--- src/rtl/municao_ctrl.sv ---
// municao_ctrl: magazine, single in-flight projectile and reload timer, all stepped on frame_tick
module municao_ctrl #(
  parameter int MAG_SIZE      = 5,
  parameter int SHOT_SPEED    = 4,
  parameter int Y_START       = 489,
  parameter int Y_TOP         = 3,
  parameter int X_MIN         = 97,
  parameter int X_MAX         = 784,
  parameter int RELOAD_FRAMES = 60
) (
  input  logic        clk,
  input  logic        reset,
  input  logic        frame_tick,
  input  logic        fire,
  input  logic        reload_btn,
  input  logic [10:0] player_x,
  input  logic        hit,
  output logic        shot_active,
  output logic [10:0] shot_x,
  output logic [9:0]  shot_y,
  output logic [3:0]  ammo,
  output logic        reloading,
  output logic [7:0]  score
);
  typedef enum logic [1:0] {IDLE, FLIGHT, RELOAD} state_t;
  localparam int CW = RELOAD_FRAMES > 1 ? $clog2(RELOAD_FRAMES) : 1;
  localparam logic [3:0]    MAG  = 4'(MAG_SIZE);
  localparam logic [9:0]    YS   = 10'(Y_START);
  localparam logic [9:0]    SPD  = 10'(SHOT_SPEED);
  localparam logic [9:0]    YMIS = 10'(Y_TOP + SHOT_SPEED);
  localparam logic [10:0]   XMN  = 11'(X_MIN);
  localparam logic [10:0]   XMX  = 11'(X_MAX);
  localparam logic [CW-1:0] CLST = CW'(RELOAD_FRAMES - 1);
  state_t state, state_n;
  logic fire_q, rel_q, fire_pend, rel_pend, hit_pend;
  logic fire_e, rel_e, hit_e;
  logic [CW-1:0] cnt, cnt_n;
  logic [3:0] ammo_n;
  logic [10:0] shot_x_n, x_clamp;
  logic [9:0] shot_y_n;
  logic [7:0] score_n;
  // an edge arriving on the tick cycle itself still counts for that tick
  assign fire_e = fire_pend | (fire & ~fire_q);
  assign rel_e = rel_pend | (reload_btn & ~rel_q);
  assign hit_e = hit_pend | (hit & (state == FLIGHT));
  assign x_clamp = player_x < XMN ? XMN : (player_x > XMX ? XMX : player_x);
  assign shot_active = state == FLIGHT;
  assign reloading = state == RELOAD;
  always_ff @(posedge clk) begin
    if (reset) begin
      state <= IDLE;
      fire_q <= 1'b0;
      rel_q <= 1'b0;
      fire_pend <= 1'b0;
      rel_pend <= 1'b0;
      hit_pend <= 1'b0;
      cnt <= '0;
      ammo <= MAG;
      shot_x <= '0;
      shot_y <= YS;
      score <= '0;
    end else begin
      state <= state_n;
      fire_q <= fire;
      rel_q <= reload_btn;
      fire_pend <= fire_e & ~frame_tick;
      rel_pend <= rel_e & ~frame_tick;
      hit_pend <= hit_e & ~frame_tick;
      cnt <= cnt_n;
      ammo <= ammo_n;
      shot_x <= shot_x_n;
      shot_y <= shot_y_n;
      score <= score_n;
    end
  end
  always_comb begin
    state_n = state;
    cnt_n = cnt;
    ammo_n = ammo;
    shot_x_n = shot_x;
    shot_y_n = shot_y;
    score_n = score;
    if (frame_tick) begin
      case (state)
        IDLE: begin
          if (fire_e && ammo != 4'd0) begin
            state_n = FLIGHT;
            shot_x_n = x_clamp;
            shot_y_n = YS;
            ammo_n = ammo - 4'd1;
          end else if (rel_e && ammo < MAG) begin
            state_n = RELOAD;
            cnt_n = '0;
          end
        end
        FLIGHT: begin
          if (hit_e || shot_y < YMIS) begin
            state_n = ammo == 4'd0 ? RELOAD : IDLE;
            cnt_n = '0;
            shot_y_n = YS;
            score_n = hit_e ? (score == 8'hFF ? score : score + 8'd1) : score;
          end else begin
            shot_y_n = shot_y - SPD;
          end
        end
        RELOAD: begin
          cnt_n = cnt + CW'(1);
          if (cnt == CLST) begin
            state_n = IDLE;
            ammo_n = MAG;
            cnt_n = '0;
          end
        end
        default: state_n = IDLE;
      endcase
    end
  end
endmodule

--- config.mk ---
export PLATFORM = sky130hd
export DESIGN_NAME = municao_ctrl
export DESIGN_NICKNAME = d
export VERILOG_FILES = /design/src/rtl/municao_ctrl.sv
export SDC_FILE = /design/constraint.sdc
export NUM_CORES = 1
export LEC_CHECK = 0
export BUFFER_PORTS_ARGS = -buffer_cell sky130_fd_sc_hd__buf_2
export CAP_MARGIN = 10
export CORE_MARGIN = 2
export CORE_UTILIZATION = 50
export CTS_BUF_LIST = sky130_fd_sc_hd__clkbuf_2
export CTS_CLUSTER_SIZE = 12
export DETAILED_ROUTE_END_ITERATION = 16
export PLACE_DENSITY = 0.78
export SLEW_MARGIN = 40
export SYNTH_ARGS = -nofsm -noshare
export SYNTH_HDL_FRONTEND = slang
export SYNTH_SLANG_ARGS = --single-unit
export TNS_END_PERCENT = 100
--- constraint.sdc ---
create_clock -name clk -period 4.4 [get_ports clk]
set_clock_uncertainty 0.1 [all_clocks]
set_input_delay 0.88 -clock clk [delete_from_list [all_inputs] [get_ports clk]]
set_output_delay 0.88 -clock clk [all_outputs]
set_load 0.03 [all_outputs]
[Yosys cells after proc, flatten, opt, wreduce, memory -nomap -nowiden]
Index checks and enable logic that the tools add are counted.
Cells by class
  add/subtract/negate cells: 4
  $lt $le $gt $ge: 4
  equality and inequality tests: 10
  multiplexer cells: 19
  bitwise gates (word level): 13
  reductions and logical operators: 15
Operator list (count)
  6-bit two-way mux: 4
  11-bit two-way mux: 2
  10-bit two-way mux: 2
  10-bit one-hot mux with 2 select lines: 1
  6-bit one-hot mux with 3 select lines: 1
  11-bit by 10-bit greater-than comparator with 1-bit output (second input constant): 1
  11-bit by 7-bit < comparator with 1-bit output (second input constant): 1
  10-bit by 3-bit < comparator with 1-bit output (second input constant): 1
  2-bit two-way mux: 5
  5-bit AND reduction: 2
  10-bit by 3-bit subtractor with 10-bit output (second input constant): 1
  8-bit by 1-bit adder with 8-bit output (second input constant): 1
  8-bit equality test (second input constant): 1
  4-bit two-way mux: 2
  4-bit one-hot mux with 2 select lines: 1
  4-bit AND reduction: 2
  6-bit by 1-bit adder with 6-bit output (second input constant): 1
  1-bit AND: 6
  6-bit equality test (second input constant): 1
  2-bit inequality test (second input constant): 3
  2-bit one-hot mux with 3 select lines: 1
  3-bit AND reduction: 2
  4-bit logical NOT: 1
  4-bit by 3-bit < comparator with 1-bit output (second input constant): 1
  13 further kinds: 21
Word-level totals
  register bits: 46
  input port bits: 17
  word-level logic and storage cells: 76

[Depth between registers and ports, before layout]
  depth in word-level cells: 7
  depth in mapped cells: 8

[Least setup slack after synthesis]
No wires, ideal clock.
  kind: input -> register
  from: in frame_tick
  to: reg ammo[2]
  arrival: 2.135 ns
  data required time: 4.178 ns
  setup slack: 2.043 ns
  cell stages on the path: 6
  path buffers: 1
  cells stage by stage: buf_2 inv_1 or3_1 nor2_2 nand2_1 a221o_1
On the way
  word-level cells in the longest chain between the ends: 1
Ends and longest elaborated chain
  start, declared: RTL line 13  | input logic frame_tick,
  4-bit AND reduction (no line)
  end signal, assigned: RTL line 70  | ammo <= ammo_n;
  end, declared: RTL line 21  | output logic [3:0] ammo,
No other way between the ends.
A chain may end at the register's enable or synchronous reset.

[Worst setup path in the final report]
  from: reg state[1]
  to: out reloading
On the way
  word-level cells in the longest chain between the ends: 1
Ends and longest elaborated chain
  start, declared: RTL line 34  | state_t state, state_n;
  start signal, assigned: RTL line 63  | state <= state_n;
  2-bit equality test: RTL line 48  | assign reloading = state == RELOAD;
  end, declared: RTL line 22  | output logic reloading,
No other way between the ends.

==> results.tsv <==
stage	metric	value	unit
synthesis	synth.avg_cell_area	8.443	sq um
sta	post-route-min-period	2.829	ns
setup_path	crit_slowest_cell	nor2b_1	
drt	wl	5029	um
floorplanning	die_area	4901	sq um
synthesis	yosys.area.top_type	dfxtp_1	
sta	tightest_slew	0.7299	ns
synthesis	synth_top_area_share	0.4136	
floorplanning	die_w	70.01	um
layout	syn_to_final_growth	14.93	%
clock_tree	cts-root-buf	clkbuf_2	
grt	grt_start_max_net_pins	40	
synthesis	ys_types	53	
floorplanning	die_h	70.01	um
setup_path	cp.required	3.42	ns
grt	grt_use_total	0.2113	
synthesis	synth_edf_count	0	
sta	max_slew_margin	0.5096	
drt	ant_nets	0	
synthesis	synthTopCellsByCount	45 x dfxtp_1, 29 x nor2_1, 22 x nand2_1	
grt	grt-ovfl-total	0	
sta	hold_violations	0	
pwr	p_per_area	304.2	nW/um^2
grt	first_global_vias	1835	
sta	drv_slew	0	
floorplanning	floorplan.core_area	4264	sq um
clock_tree	path_clk_slew	0.22	ns
drt	drtIter0Drc	126	
setup_path	critPathMaxFanout	9	
flow_run	max_cap_viol_count	0	
setup_path	crit_path_end_kind	output port	
floorplanning	initial_core_util	0.5109	
synthesis	netlist_top_cells_area	dfxtp_1 41%, nor2_1 5.0%, nand2_1 3.8%	
clock_tree	cts_max_path_buffers	2	
layout	seqCellArea	900.9	sq um
synthesis	synthArstFlopShare	0	
grt	antenna_found_initial	0	
sta	fmax	0.3535	GHz
drt	viasPerCell	5.734	
sta	rsz0062_at_grt	no	
clock_tree	cts_inserted_buffers	5	
run_status	status	finished clean	
grt	grt_first_pass_wirelength	8424	um
min_path	worstHoldPathType	flop to flop	
pwr	peakVddDrop	0.1587	mV
layout	fin_nets	325	
clock_tree	cts_max_level	2	
layout	diodes	0	
synthesis	synth_ff_type	dfxtp_1	
synthesis	yosys_warnings	0	
layout	drive_above_1_share	0.2262	
placement	hpwlAfterDp	3562	um
synthesis	syn_nets	279	
clock_tree	cts_resized	0	
sta	finalSetupViolations	0	
drt	drc_errors	0	
pwr	p_leak	0.9811	nW
drt	first_pass_iters	4	
synthesis	synth_area	2178	sq um
floorplanning	rows	24	
setup_path	cp-start-kind	flop	
synthesis	synth.most_common_cell	dfxtp_1	
clock_tree	clock_latency	0.44	ns
clock_tree	clock_sinks	45	
synthesis	netlist_instances	258	
setup_path	critPathKind	flop to output port	
floorplanning	ios	52	
clock_tree	cts_tree	built	
setup_path	cp_slowest_stage_delay	0.57	ns
clock_tree	cts_hold_buf	0	
pwr	power	0.0007616	W
placement	port_buffers	50	
layout	fillers	396	
synthesis	ys_seq_area_frac	0.4136	
sta	post-route-period-util	0.6429	
setup_path	crit_chain	nor2b_1 > buf_2	
layout	multi_input_area	1184	sq um
drt	dr_total_vias	2047	
drt	avgRoutedWirePerCell	14.09	um
placement	gp_congestion	0.8548	
synthesis	ys_ff_latch	45	
clock_tree	post_cts_buffers	0	
setup_path	critPathArrivalTime	1.85	ns
sta	setup-tns-final	0	ns
## stage by stage
stage	hold WS [ns]	utilization	cells	setup WS (ns)	area (sq um)
after floorplan	0.3578	-	258	2.043	2178
after global placement	0.3298	0.5716	349	1.657	2437
after detailed placement	0.3250	0.5716	349	1.612	2437
after CTS	0.3719	0.5871	357	1.571	2504
after global routing	0.3988	0.5871	357	1.444	2504
final	0.3671	0.5871	357	1.571	2504
## metal layers
metal / part of all wire / vias to the layer above / track usage / wire length, um
li1: - / 1030 / - / -
met1: 0.47 / 956 / 0.2641 / 2379
met2: 0.46 / 52 / 0.3534 / 2305
met3: 0.053 / 9 / 0.05628 / 267
met4: 0.015 / 0 / 0.07051 / 77
met5: 0 / - / 0 / 0
## cell usage in the layout (no fill, tap or decap), types with 7 or more instances in the layout
master | netlist | final
a21oi_1 | 15 | 15
nand2_1 | 22 | 22
xnor2_1 | 7 | 7
o21ai_0 | 11 | 11
and3_1 | 7 | 7
a211oi_1 | 10 | 10
nor2b_1 | 7 | 7
buf_2 | 3 | 50
nand3_1 | 7 | 7
nor3_1 | 12 | 12
inv_1 | 9 | 9
nor2_1 | 29 | 29
dfxtp_1 | 45 | 45
## power breakdown
group	leakage, nW	switching (W)	internal [W]
sequential	0.365	0.00000802	0.000419
clock	0.0366	0.000137	0.0000939
combinational	0.579	0.0000698	0.0000337
total	0.981	0.000215	0.000547
## sequential cells by signal, indices dropped and copies added, names as in the netlist
signal / count
shot_x: 11
fire_pend: 1
rel_pend: 1
cnt: 6
shot_y: 9
score: 8
state: 2
hit_pend: 1
fire_q: 1
ammo: 4
rel_q: 1
## cells by family (layout without fill, tap and decap cells)
kind of cell,after synthesis,in the layout,share of synthesized area
xor+xnor,7,7,0.02815
compound gates,68,68,0.2223
buf+inv,21,68,0.04307
simple gates,109,109,0.2545
fa+ha+maj,4,4,0.02298
other cells,1,1,0.001721
mux,3,3,0.01379
flops,45,45,0.4136
## worst max-delay path: cells and delay by family (launching register included)
family	cells	cell delay [ns]
flip-flops	1	0.54
AND/OR/NAND/NOR	1	0.57
buffers and inverters	1	0.31
## worst paths after layout
| path | startpoint | end | slack, ns | depth (start not counted) |
|---|---|---|---|---|
| max | state[1]$_SDFFE_PP0P_ | reloading | 1.57 | 2 |
| min reg2reg | shot_y[0]$_SDFFE_PP1P_ | shot_y[0]$_SDFFE_PP1P_ | 0.37 | 1 |
| min | shot_y[0]$_SDFFE_PP1P_ | shot_y[0]$_SDFFE_PP1P_ | 0.37 | 1 |
| max reg2reg | ammo[0]$_SDFFE_PP1P_ | shot_y[4]$_SDFFE_PP0P_ | 2.04 | 7 |
## area by class of cell
type | instances | area share
clock buffer | 5 | 0.009995
clock inverter | 3 | 0.01649
inverter | 10 | 0.01499
multi-input combinational | 192 | 0.4728
sequential | 45 | 0.3598
tap | 52 | 0.02599
timing repair buffer | 50 | 0.09995
Power figures use the tool's default switching activity.
